File: src/rtl/ranger_pkg.sv
// Shared timing constants, distance type and FSM state encoding for the echo ranger.
package ranger_pkg;

  localparam int unsigned CLK_HZ         = 40_000_000;
  localparam int unsigned TRIG_CYCLES    = CLK_HZ / 1_000_000 * 12;  // 12 us
  localparam int unsigned PERIOD_CYCLES  = CLK_HZ / 1_000 * 60;      // 60 ms
  localparam int unsigned CYCLES_PER_MM  = 232;
  localparam int unsigned TIMEOUT_CYCLES = CLK_HZ / 1_000 * 30;      // 30 ms
  localparam int unsigned DEPTH          = 8;

  typedef logic [11:0] dist_t;

  localparam dist_t DIST_MAX = '1;

  typedef enum logic [2:0] {
    StIdle,
    StTrig,
    StWaitRise,
    StMeasure,
    StStore
  } ranger_state_t;

  function automatic dist_t sat_inc(dist_t d);
    return (d == DIST_MAX) ? d : d + dist_t'(1);
  endfunction

endpackage

File: src/rtl/dist_ring.sv
// Ring buffer of recent distances; the entry at the write pointer is presented for eviction
// before it is overwritten. filled_o sets once the pointer has wrapped.
module dist_ring
  import ranger_pkg::*;
#(
  parameter int unsigned Depth = DEPTH
) (
  input  logic  clk,
  input  logic  reset,
  input  logic  we_i,
  input  dist_t wdata_i,
  output dist_t rdata_o,
  output logic  filled_o
);

  localparam int unsigned PtrW = $clog2(Depth);

  dist_t           mem_q [Depth];
  logic [PtrW-1:0] wp_q;
  logic            filled_q;
  logic            wp_last;

  assign wp_last  = (wp_q == PtrW'(Depth - 1));
  assign rdata_o  = mem_q[wp_q];
  assign filled_o = filled_q;

  always_ff @(posedge clk or posedge reset) begin
    if (reset) begin
      for (int i = 0; i < int'(Depth); i++) begin
        mem_q[i] <= '0;
      end
      wp_q     <= '0;
      filled_q <= 1'b0;
    end else if (we_i) begin
      mem_q[wp_q] <= wdata_i;
      wp_q        <= wp_last ? '0 : wp_q + PtrW'(1);
      if (wp_last) begin
        filled_q <= 1'b1;
      end
    end
  end

endmodule

File: src/rtl/echo_ranger.sv
// Ultrasonic ranger: periodic trigger, echo pulse-width measurement in mm, 8-deep history.
// Define RANGER_TIMEOUT_EN to abandon a missing or stuck echo and store 12'hFFF.
module echo_ranger
  import ranger_pkg::*;
#(
`ifdef RANGER_TIMEOUT_EN
  parameter int unsigned TimeoutCycles = TIMEOUT_CYCLES,
`endif
  parameter int unsigned TrigCycles    = TRIG_CYCLES,
  parameter int unsigned PeriodCycles  = PERIOD_CYCLES,
  parameter int unsigned CyclesPerMm   = CYCLES_PER_MM
) (
  input  logic  clk,
  input  logic  reset,
  input  logic  echo,
  output logic  trig,
  output dist_t newest,
  output dist_t oldest,
  output logic  valid,
  output logic  filled
);

  localparam int unsigned PeriodW = $clog2(PeriodCycles);
  localparam int unsigned TrigW   = $clog2(TrigCycles + 1);
  localparam int unsigned PreW    = $clog2(CyclesPerMm + 1);

  ranger_state_t      state_q;
  logic               trig_q, valid_q;
  logic [TrigW-1:0]   trig_cnt_q;
  logic [PreW-1:0]    pre_cnt_q;
  dist_t              dist_q, newest_q, oldest_q;
  logic [PeriodW-1:0] period_cnt_q;

  logic echo_meta_q, echo_sync_q, echo_prev_q;
  logic echo_rise, echo_fall;
  logic period_done, start_trig, timeout_hit;
  logic [PreW-1:0] pre_base, pre_step;
  dist_t           dist_base, dist_step;
  logic            pre_wrap;
  dist_t           ring_rdata;

  always_ff @(posedge clk or posedge reset) begin
    if (reset) begin
      echo_meta_q <= 1'b0;
      echo_sync_q <= 1'b0;
      echo_prev_q <= 1'b0;
    end else begin
      echo_meta_q <= echo;
      echo_sync_q <= echo_meta_q;
      echo_prev_q <= echo_sync_q;
    end
  end

  assign echo_rise = echo_sync_q & ~echo_prev_q;
  assign echo_fall = ~echo_sync_q & echo_prev_q;

  // Saturates one short of the period so a late return to IDLE fires at once, and the
  // reset preload makes the very first IDLE cycle fire.
  assign period_done = (period_cnt_q == PeriodW'(PeriodCycles - 1));
  assign start_trig  = (state_q == StIdle) && period_done;

  always_ff @(posedge clk or posedge reset) begin
    if (reset) begin
      period_cnt_q <= PeriodW'(PeriodCycles - 1);
    end else if (start_trig) begin
      period_cnt_q <= '0;
    end else if (!period_done) begin
      period_cnt_q <= period_cnt_q + PeriodW'(1);
    end
  end

`ifdef RANGER_TIMEOUT_EN
  localparam int unsigned ToW = $clog2(TimeoutCycles + 1);

  logic [ToW-1:0] to_cnt_q;
  logic           listening;

  assign listening   = (state_q == StWaitRise) || (state_q == StMeasure);
  assign timeout_hit = listening && (to_cnt_q == ToW'(TimeoutCycles - 1));

  always_ff @(posedge clk or posedge reset) begin
    if (reset) begin
      to_cnt_q <= '0;
    end else if (!listening) begin
      to_cnt_q <= '0;
    end else if (!timeout_hit) begin
      to_cnt_q <= to_cnt_q + ToW'(1);
    end
  end
`else
  assign timeout_hit = 1'b0;
`endif

  // The rise cycle itself is the first echo-high cycle, so counting starts from zero there.
  always_comb begin
    pre_base  = (state_q == StMeasure) ? pre_cnt_q : '0;
    dist_base = (state_q == StMeasure) ? dist_q : '0;
    pre_wrap  = (pre_base == PreW'(CyclesPerMm - 1));
    pre_step  = pre_wrap ? '0 : pre_base + PreW'(1);
    dist_step = pre_wrap ? sat_inc(dist_base) : dist_base;
  end

  always_ff @(posedge clk or posedge reset) begin
    if (reset) begin
      state_q    <= StIdle;
      trig_q     <= 1'b0;
      valid_q    <= 1'b0;
      trig_cnt_q <= '0;
      pre_cnt_q  <= '0;
      dist_q     <= '0;
      newest_q   <= '0;
      oldest_q   <= '0;
    end else begin
      valid_q <= 1'b0;
      unique case (state_q)
        StIdle: begin
          if (start_trig) begin
            state_q    <= StTrig;
            trig_q     <= 1'b1;
            trig_cnt_q <= '0;
          end
        end
        StTrig: begin
          if (trig_cnt_q == TrigW'(TrigCycles - 1)) begin
            state_q <= StWaitRise;
            trig_q  <= 1'b0;
          end else begin
            trig_cnt_q <= trig_cnt_q + TrigW'(1);
          end
        end
        StWaitRise: begin
          if (timeout_hit) begin
            dist_q  <= DIST_MAX;
            state_q <= StStore;
            valid_q <= 1'b1;
          end else if (echo_rise) begin
            pre_cnt_q <= pre_step;
            dist_q    <= dist_step;
            state_q   <= StMeasure;
          end
        end
        StMeasure: begin
          if (timeout_hit) begin
            dist_q  <= DIST_MAX;
            state_q <= StStore;
            valid_q <= 1'b1;
          end else if (echo_fall) begin
            state_q <= StStore;
            valid_q <= 1'b1;
          end else if (echo_sync_q) begin
            pre_cnt_q <= pre_step;
            dist_q    <= dist_step;
          end
        end
        StStore: begin
          newest_q <= dist_q;
          oldest_q <= ring_rdata;
          state_q  <= StIdle;
        end
        default: state_q <= StIdle;
      endcase
    end
  end

  dist_ring #(
    .Depth (DEPTH)
  ) u_ring (
    .clk      (clk),
    .reset    (reset),
    .we_i     (state_q == StStore),
    .wdata_i  (dist_q),
    .rdata_o  (ring_rdata),
    .filled_o (filled)
  );

  assign trig   = trig_q;
  assign valid  = valid_q;
  assign newest = newest_q;
  assign oldest = oldest_q;

endmodule

File: config.mk
export PLATFORM = sky130hd
export DESIGN_NAME = echo_ranger
export DESIGN_NICKNAME = d
export VERILOG_FILES = /design/src/rtl/ranger_pkg.sv /design/src/rtl/dist_ring.sv /design/src/rtl/echo_ranger.sv
export SDC_FILE = /design/constraint.sdc
export NUM_CORES = 1
export LEC_CHECK = 0
export ABC_AREA = 1
export CORE_UTILIZATION = 66
export CTS_CLUSTER_DIAMETER = 150
export CTS_CLUSTER_SIZE = 10
export DETAILED_ROUTE_END_ITERATION = 8
export GPL_ROUTABILITY_DRIVEN = 0
export PLACE_DENSITY = 0.86
export SLEW_MARGIN = 20
export SYNTH_ARGS = -nofsm -noshare
export SYNTH_HDL_FRONTEND = slang
export SYNTH_SLANG_ARGS = --single-unit
File: constraint.sdc
create_clock -name clk -period 13.51 [get_ports clk]
set_input_delay 2.0265 -clock clk [delete_from_list [all_inputs] [get_ports clk]]
set_output_delay 2.0265 -clock clk [all_outputs]
set_load 0.005 [all_outputs]
==> results of run 1 <==
==> state kept, by name, summed over array words and instances (netlist names), 8 cells and up <==
name	flops
u_ring.mem_q	96
dist_q	12
pre_cnt_q	8
period_cnt_q	22
oldest	12
newest	12
trig_cnt_q	9
==> cells in the mapped netlist, types with 2 or more instances <==
master and n:
buf_2 18, inv_2 5, inv_1 74, clkbuf_1 17, dfstp_2 15, a21oi_1 17, xnor2_1 3, o22ai_1 7
nand3b_1 3, o21ai_0 36, nand2_1 278, xor2_1 16, nand2_2 9, buf_6 2, ha_1 6, nand3_1 42
dfrtp_1 168, nor2_2 2, and3_1 2, nor2_1 95, a31oi_1 2, nor3_1 23, nor2_4 3, nand4_1 44
o21ai_1 98, a22o_1 14
==> metal layers <==
| metal | track usage | vias up | share of wire |
|---|---|---|---|
| li1 | - | 3378 | - |
| met1 | 0.401 | 3457 | 0.43 |
| met2 | 0.545 | 225 | 0.50 |
| met3 | 0.0543 | 48 | 0.052 |
| met4 | 0.139 | 0 | 0.022 |
| met5 | 0 | - | 0 |
==> cells by family after synthesis <==
| family | after synthesis |
|---|---|
| AND/OR/NAND/NOR | 506 |
| flip-flops | 183 |
| AO/OA/AOI/OAI | 177 |
| buffers and inverters | 118 |
| XOR/XNOR | 19 |
| adder cells (fa/ha/maj) | 6 |
==> through the flow <==
step / area (um^2) / hold WS, ns / setup WS [ns] / cells / power [W]
after floorplan: 8470 / 0.331 / 6.54 / 1009 / 0.000567
after global placement: 8840 / 0.340 / 9.32 / 1177 / 0.000571
after detailed placement: 8840 / 0.340 / 9.31 / 1177 / 0.000571
after CTS: 9410 / 0.355 / 9.78 / 1208 / 0.00104
after global routing: 9420 / 0.357 / 9.72 / 1208 / 0.00106
final: 9420 / 0.353 / 10.0 / 1208 / 0.00104
==> cell type report <==
cell class,count,area [um^2],share of cell area
clock buffer,25,505,0.0537
multi-input combinational,708,3400,0.361
clock inverter,6,66.3,0.00704
sequential,183,4600,0.488
timing repair buffer,34,328,0.0348
tap,172,215,0.0229
inverter,80,308,0.0327
==> power by group <==
group	internal, W	switching, W	leakage, nW
logic	0.000000858	0.0000104	1.38
registers	0.000549	0.000000309	2.50
clock network	0.000277	0.000199	0.272
==> path summary, 6_finish.rpt <==
kind,endpoint,start,depth (start not counted)
max in group clk,oldest[6],oldest[6],1
max reg2reg,dist_q[0],state_q[1],11
min reg2reg,echo_sync_q,echo_meta_q,0
min in group asynchronous,u_ring.mem_q[22],reset,2
min,echo_sync_q,echo_meta_q,0
max,u_ring.mem_q[48],reset,3
==> impl_metrics.tcl, run 1 <==
set metrics [dict create \
    h-tree-depth 4 \
    coreArea_um2 12600 \
    cts_setup_buffers 0 \
    path_delay_family "buffers and inverters" \
    muxShareOfSynthArea 0 \
    synth_simple_gate_area_frac 0.258 \
    crit_slowest_cell "buf_4" \
    relSlewSlack 0.308 \
    finalSetupViolations 0 \
    wl_mm 19.4 \
    grt_pass1_wl_mm 32.6 \
    p_leak_nw 4.15 \
    final_nets 1033 \
    initial_utilization 0.674 \
    cts_root_buf "clkbuf_16" \
    synthToLayoutAreaGrowth_pct 11.2 \
    dp.final_hpwl_mm 11.9 \
    clock_sinks 183 \
    synth_xor_area_frac 0.0196 \
    status "finished clean" \
    drc 0 \
    synth_cell_types 36 \
    worst_pin_slew_ns 1.03 \
    layout_commonest_cell "nand2_1" \
    track_usage 0.318 \
    finalClockSkew_ns 0.00770 \
    wl_per_cell_um 16.0 \
    min_period_ns 3.51 \
    antenna_found_initial 0 \
    netlist_instances 1009 \
    cts_resized 0 \
    ys_top_cells_by_area "dfrtp_1 (50%), nand2_1 (12%), o21ai_1 (5.8%), dfstp_2 (4.7%), nor2_1 (4.2%)" \
    num_vias 7108 \
    synth_compound_area_frac 0.113 \
    clock_path_buffers 2 \
    cts_tree "built" \
    layout_common_cells "nand2_1 (278), dfrtp_1 (168), o21ai_1 (98)" \
    grt_setup_unrepaired "no" \
    final_core_util 0.749 \
    cts_hold_buf 0 \
    drv_cap 0 \
    synth_top_family_by_area "simple AND/OR/NAND/NOR gates" \
    drt_pass1_iterations 8 \
    yosysTopAreaCellShare 0.496 \
    overflow 0 \
    slowest_delay_ns 0.78 \
    syn_avg_cell_area_um2 8.40 \
    pin_count 30 \
    critPathRequiredTime_ns 13.96 \
    first_global_vias 6922 \
    grt_start_max_net_pins 116 \
    synth_largest_area_cell "dfrtp_1" \
    post-route-period-util 0.260 \
    drtAntennaViolNets 0 \
    n_antenna_cell 0 \
    end_kind "async pin" \
    viasPerCell 5.88 \
    syn_area_um2 8470 \
    cts.clk_slew.worst_paths_ns 0.06 \
    vdd_drop_max_mv 0.0956 \
    num_rows 41 \
    hold_viol 0 \
    die_h_um 115 \
    critPathArrivalTime_ns 3.96 \
    startpoint_type "input pin" \
    drt_iter0_markers 786 \
    synth-seq-cells 183 \
    path_cells "clkdlybuf4s50_1 -> inv_8 -> buf_4" \
    min-delay-path-class "register to register" \
    die_x_um 115 \
    synthAdderAreaFrac 0.00886 \
    async_flop_share 1.00 \
    max_freq_mhz 285 \
    ys_warn_count 0 \
    synthFlopType "dfrtp_1" \
    synth_nets 1018 \
    cp_num_buf_inv 3 \
    nFillCells 869 \
    reg2reg_slack_ns 10.56 \
    synth-edff-count 0 \
    clock_latency_ns 0.43 \
    path_class "input pin to async pin" \
    drive_above_1_share 0.0734 \
    cts_inserted_buffers 17 \
    die_area_um2 13300 \
    io_buffers 29 \
    ys_seq_area_frac 0.543 \
    setup_tns_ns 0 \
    p_per_area_nw_per_um2 110 \
    worstPathMaxFanout 115 \
    drv_slew 0 \
]
(Power assumes the default switching activity.)
==> run 2, diff against run 1 <==
--- a/config.mk
+++ b/config.mk
@@ -6,12 +6,12 @@
 export NUM_CORES = 1
 export LEC_CHECK = 0
 export ABC_AREA = 1
-export CORE_UTILIZATION = 66
+export CORE_UTILIZATION = 61
 export CTS_CLUSTER_DIAMETER = 150
 export CTS_CLUSTER_SIZE = 10
 export DETAILED_ROUTE_END_ITERATION = 8
 export GPL_ROUTABILITY_DRIVEN = 0
-export PLACE_DENSITY = 0.86
+export PLACE_DENSITY = 0.81
 export SLEW_MARGIN = 20
 export SYNTH_ARGS = -nofsm -noshare
 export SYNTH_HDL_FRONTEND = slang
==> constraint.sdc (replaced) <==
create_clock -name clk -period 3.4 [get_ports clk]
set_input_delay 0.51 -clock clk [delete_from_list [all_inputs] [get_ports clk]]
set_output_delay 0.51 -clock clk [all_outputs]
set_load 0.005 [all_outputs]
==> run 2 against run 1 <==
  * Via count fell by 0.31%
  * Global-route usage fell by 2.3 points
  * Non-clock buffer count rose by 4
  * First-iteration DRC count fell by 28%
  * Critical endpoint is now dist_q[0]
  * Largest cell class unchanged
  * Largest power group unchanged
==> impl_metrics.tcl, run 2 (same netlist as run 1, synthesis figures left out) <==
set metrics [dict create \
    status "finished clean" \
    nFillCells 1049 \
    dp.final_hpwl_mm 12.5 \
    finalClockSkew_ns 0.0117 \
    largest_reg_flops 96 \
    die_x_um 120 \
    clkPwrFrac 0.471 \
    final_nets 1037 \
    finalSetupViolations 0 \
    clock_sinks 183 \
    cts_tree "built" \
    drt_iter0_markers 563 \
    grt_pass1_wl_mm 32.9 \
    setup_tns_ns 0 \
    worst_pin_slew_ns 0.731 \
    grt_setup_unrepaired "no" \
    io_buffers 29 \
    layout_commonest_cell "nand2_1" \
    worstPathMaxFanout 15 \
    p_per_area_nw_per_um2 444 \
    wl_mm 19.5 \
    finalWorstSetupSlack_ns 0.632 \
    num_vias 7086 \
    overflow 0 \
    slowest_delay_ns 0.65 \
    initial_utilization 0.632 \
    crit_slowest_cell "dfrtp_1" \
    die_h_um 120 \
    antenna_found_initial 0 \
    viasPerCell 5.82 \
    drt_pass1_iterations 6 \
    cts.clk_slew.worst_paths_ns 0.06 \
    p_int_w 0.00335 \
    n_antenna_cell 0 \
    cts_resized 0 \
    max_freq_mhz 361 \
    p_leak_nw 4.20 \
    min_period_ns 2.77 \
    coreArea_um2 13400 \
    post-route-period-util 0.814 \
    path_cells "nand3_1 -> nor2_1 -> ha_1 -> inv_1 -> nor2_1 -> nand2_1 -> nor2_2 -> nand3_1 -> nand2_2 -> nor2_4 -> xor2_1" \
    track_usage 0.296 \
    drtAntennaViolNets 0 \
    drc 0 \
    hold_viol 0 \
    grt_start_max_net_pins 69 \
    num_rows 42 \
    seq_power_share 0.516 \
    cts_setup_buffers 0 \
    cts_hold_buf 0 \
    h-tree-depth 4 \
    drv_slew 0 \
    top_register "u_ring.mem_q" \
    relSlewSlack 0.512 \
    synthToLayoutAreaGrowth_pct 12.3 \
    first_global_vias 6749 \
    dpl_worst_slack_ns 0.692 \
    wl_per_cell_um 16.0 \
    end_kind "register" \
    layout_common_cells "nand2_1 (278), dfrtp_1 (168), o21ai_1 (98)" \
    path_class "register to register" \
    pin_count 30 \
    p_comb_frac 0.012 \
    critPathArrivalTime_ns 3.08 \
    netSwitchingFraction 0.207 \
    clock_latency_ns 0.44 \
    cts_root_buf "clkbuf_16" \
    final_core_util 0.710 \
    cts_inserted_buffers 17 \
    clock_path_buffers 2 \
    reg_top3 "u_ring.mem_q (96), period_cnt_q (22)" \
    min-delay-path-class "register to register" \
    die_area_um2 14400 \
    switchingPower_w 0.000875 \
    vdd_drop_max_mv 0.414 \
    drv_cap 0 \
    critPathRequiredTime_ns 3.71 \
    drive_above_1_share 0.0807 \
    startpoint_type "register" \
]
run 2: cell type report:
type,instances,area (um^2),area share
clock buffers,21,480,0.0505
clock inverters,11,121,0.0128
inverters,80,304,0.0320
multi-input cells,708,3400,0.357
flip-flops and latches,183,4600,0.483
well taps,176,220,0.0231
repair buffers,38,395,0.0416
run 2: per-layer routing:
| metal | vias to the layer above | track usage | wire length [um] |
|---|---|---|---|
| met1 | 3410 | 0.396 | 8500 |
| li1 | 3377 | - | - |
| met2 | 263 | 0.471 | 9430 |
| met4 | 0 | 0.120 | 371 |
| met3 | 36 | 0.0656 | 1170 |
| met5 | - | 0 | 0 |
run 2: metrics by stage:
step                total power (W)  hold WS (ns)  instances  instance area [um^2]
floorplan                   0.00225         0.331       1009                  8470
global placement            0.00228         0.335       1185                  8910
detailed placement          0.00228         0.340       1185                  8910
CTS                         0.00425         0.355       1217                  9520
global route                0.00435         0.357       1217                  9520
finish                      0.00422         0.351       1217                  9520
run 2: path summary, 6_finish.rpt:
path / startpoint / endpoint / slack (ns) / depth (start not counted)
max in group asynchronous: reset / pre_cnt_q[3] / 2.23 / 3
worst min-delay path: echo_meta_q / echo_sync_q / 0.35 / 0
worst max-delay path: state_q[1] / dist_q[0] / 0.63 / 11
min in group asynchronous: reset / u_ring.mem_q[32] / 0.46 / 2
worst min register to register: echo_meta_q / echo_sync_q / 0.35 / 0
worst max register to register: state_q[1] / dist_q[0] / 0.63 / 11
run 2: power by group through the flow:
stage	clock network, W	logic (W)	registers [W]
final	0.00199	0.0000526	0.00218
after global routing	0.00211	0.0000628	0.00218
after CTS	0.00201	0.0000559	0.00218
after detailed placement	0	0.0000556	0.00222
after global placement	0	0.0000555	0.00222
after floorplan	0	0.0000325	0.00222
run 2: worst max-delay path: cells and delay by family (launching register included):
kind | cells | cell delay (ns)
simple gates | 8 | 1.56
flops | 1 | 0.65
xor+xnor | 1 | 0.14
buf+inv | 1 | 0.06
fa+ha+maj | 1 | 0.23
==> run 3, diff against run 2 <==
==> constraint.sdc (replaced) <==
create_clock -name clk -period 2.6 [get_ports clk]
set_input_delay 0.39 -clock clk [delete_from_list [all_inputs] [get_ports clk]]
set_output_delay 0.39 -clock clk [all_outputs]
set_load 0.005 [all_outputs]
==> run 3 against run 2 <==
  * Worst setup slack got worse by 0.42 ns
  * Sequential share of layout area fell by 0.71 points
  * Power rose by 33%
  * Die area did not move
  * Core utilization rose by 1.1 points
  * Non-clock buffer count rose by 13
  * Worst hold slack got worse by 0.022 ns
  * Cell count rose by 1.1%
  * Sequential cell count did not move
  * Count of clock-buffer cells in the layout fell by 2
  * Critical path type unchanged
==> impl_metrics.tcl, run 3 (same netlist as run 1, synthesis figures left out) <==
set metrics [dict create \
    viasPerCell 5.76 \
    holdWs_ns 0.328 \
    critPathRequiredTime_ns 2.92 \
    startpoint_type "register" \
    drive_above_1_share 0.0939 \
    antenna_found_initial 0 \
    cts_setup_buffers 0 \
    num_vias 7082 \
    cts_tree "built" \
    clkPwrFrac 0.479 \
    p_leak_nw 4.26 \
    p_per_area_nw_per_um2 582 \
    grt_busiest_layer "met2" \
    end_kind "register" \
    n_antenna_cell 0 \
    finalClockSkew_ns 0.00544 \
    min_period_ns 2.39 \
    wl_per_cell_um 16.0 \
    h-tree-depth 4 \
    drc 0 \
    first_global_vias 6718 \
    die_area_um2 14400 \
    track_usage 0.298 \
    reg_top3 "u_ring.mem_q (96), period_cnt_q (22)" \
    io_buffers 29 \
    synthToLayoutAreaGrowth_pct 14.0 \
    met2_usage 0.475 \
    finalWorstSetupSlack_ns 0.209 \
    setup_tns_ns 0 \
    coreArea_um2 13400 \
    hold_viol 0 \
    drt_pass1_iterations 5 \
    top_register "u_ring.mem_q" \
    num_rows 42 \
    worstPathMaxFanout 8 \
    grt_pass1_wl_mm 33.1 \
    overflow 0 \
    cts.clk_slew.worst_paths_ns 0.07 \
    layout_common_cells "nand2_1 (278), dfrtp_1 (168), o21ai_1 (98)" \
    cts_inserted_buffers 17 \
    placed_area_um2 9020 \
    grt_start_max_net_pins 45 \
    design_area_um2 9660 \
    cts_root_buf "clkbuf_16" \
    die_x_um 120 \
    dpl.cell_count 1198 \
    dpl_worst_slack_ns 0.144 \
    switchingPower_w 0.00118 \
    wl_mm 19.7 \
    min-delay-path-class "input pin to async pin" \
    final_cells 1230 \
    clock_path_buffers 2 \
    p_comb_frac 0.013 \
    finalSetupViolations 0 \
    drv_cap 0 \
    drtAntennaViolNets 0 \
    clock_sinks 183 \
    status "finished clean" \
    largest_reg_flops 96 \
    grt_setup_unrepaired "no" \
    grtUsageMet1 0.407 \
    final_nets 1050 \
    post-route-period-util 0.920 \
    worst_pin_slew_ns 0.623 \
    netSwitchingFraction 0.210 \
    pin_count 30 \
    initial_utilization 0.632 \
    die_h_um 120 \
    dp.final_hpwl_mm 12.8 \
    drv_slew 0 \
    clock_latency_ns 0.43 \
    nFillCells 976 \
    max_freq_mhz 418 \
    grtUsageMet3 0.0585 \
    vdd_drop_max_mv 0.514 \
    critPathArrivalTime_ns 2.71 \
    p_int_w 0.00444 \
    layout_commonest_cell "nand2_1" \
    path_class "register to register" \
    reg2regPathDepth 11 \
    drt_iter0_markers 731 \
    seq_power_share 0.507 \
    relSlewSlack 0.581 \
]
==> run 3: worst max-delay path: stages, from the launching register on <==
cell     delay, ns
dfrtp_1       0.52
nand3_2       0.25
buf_4         0.22
nor2_1        0.08
ha_1          0.17
inv_1         0.07
nor2_2        0.25
nand3_2       0.23
nand2_1       0.22
inv_1         0.09
o21ai_0       0.09
o21ai_1       0.08
==> run 3: what timing repair did <==
action	in CTS	in global routing
resized for setup	0	2
setup endpoints to repair	0	13
hold buffers	0	0
==> run 3: power groups by stage <==
stage	Sequential, W	Clock, W	Combinational, W
2_1_floorplan	0.00290	0	0.0000425
3_3_place_gp	0.00290	0	0.0000773
3_5_place_dp	0.00290	0	0.0000780
4_1_cts	0.00285	0.00271	0.0000782
5_1_grt	0.00285	0.00285	0.0000870
6_report	0.00285	0.00269	0.0000739
==> run 3: path summary, 6_finish.rpt <==
path	endpoint	slack [ns]	from
setup / recovery	pre_cnt_q[3]	0.21	state_q[0]
hold / removal	oldest[7]	0.33	reset
setup reg to reg	pre_cnt_q[3]	0.21	state_q[0]
hold reg to reg	echo_sync_q	0.36	echo_meta_q
max in group asynchronous	period_cnt_q[21]	1.65	reset
min in group clk	echo_sync_q	0.36	echo_meta_q
==> run 3: metal layers <==
metal | part of all wire | vias to the layer above
met4 | 0.017 | 0
met1 | 0.44 | 3401
met3 | 0.060 | 31
met2 | 0.49 | 255
li1 | - | 3395
met5 | 0 | -
==> run 3: per-stage QoR <==
| step | util | power, W |
|---|---|---|
| 5_1_grt | 0.721 | 0.00579 |
| 4_1_cts | 0.720 | 0.00564 |
| 3_5_place_dp | 0.673 | 0.00298 |
| 2_1_floorplan | - | 0.00295 |
| 3_3_place_gp | 0.673 | 0.00298 |
| 6_report | 0.721 | 0.00562 |
==> run 3: cell type report <==
cell class | count | area, um^2 | area share
well taps | 176 | 220 | 0.0228
clock inverters | 13 | 170 | 0.0176
multi-input cells | 708 | 3410 | 0.353
clock buffers | 19 | 453 | 0.0469
repair buffers | 51 | 505 | 0.0523
inverters | 80 | 304 | 0.0315
flip-flops and latches | 183 | 4600 | 0.476
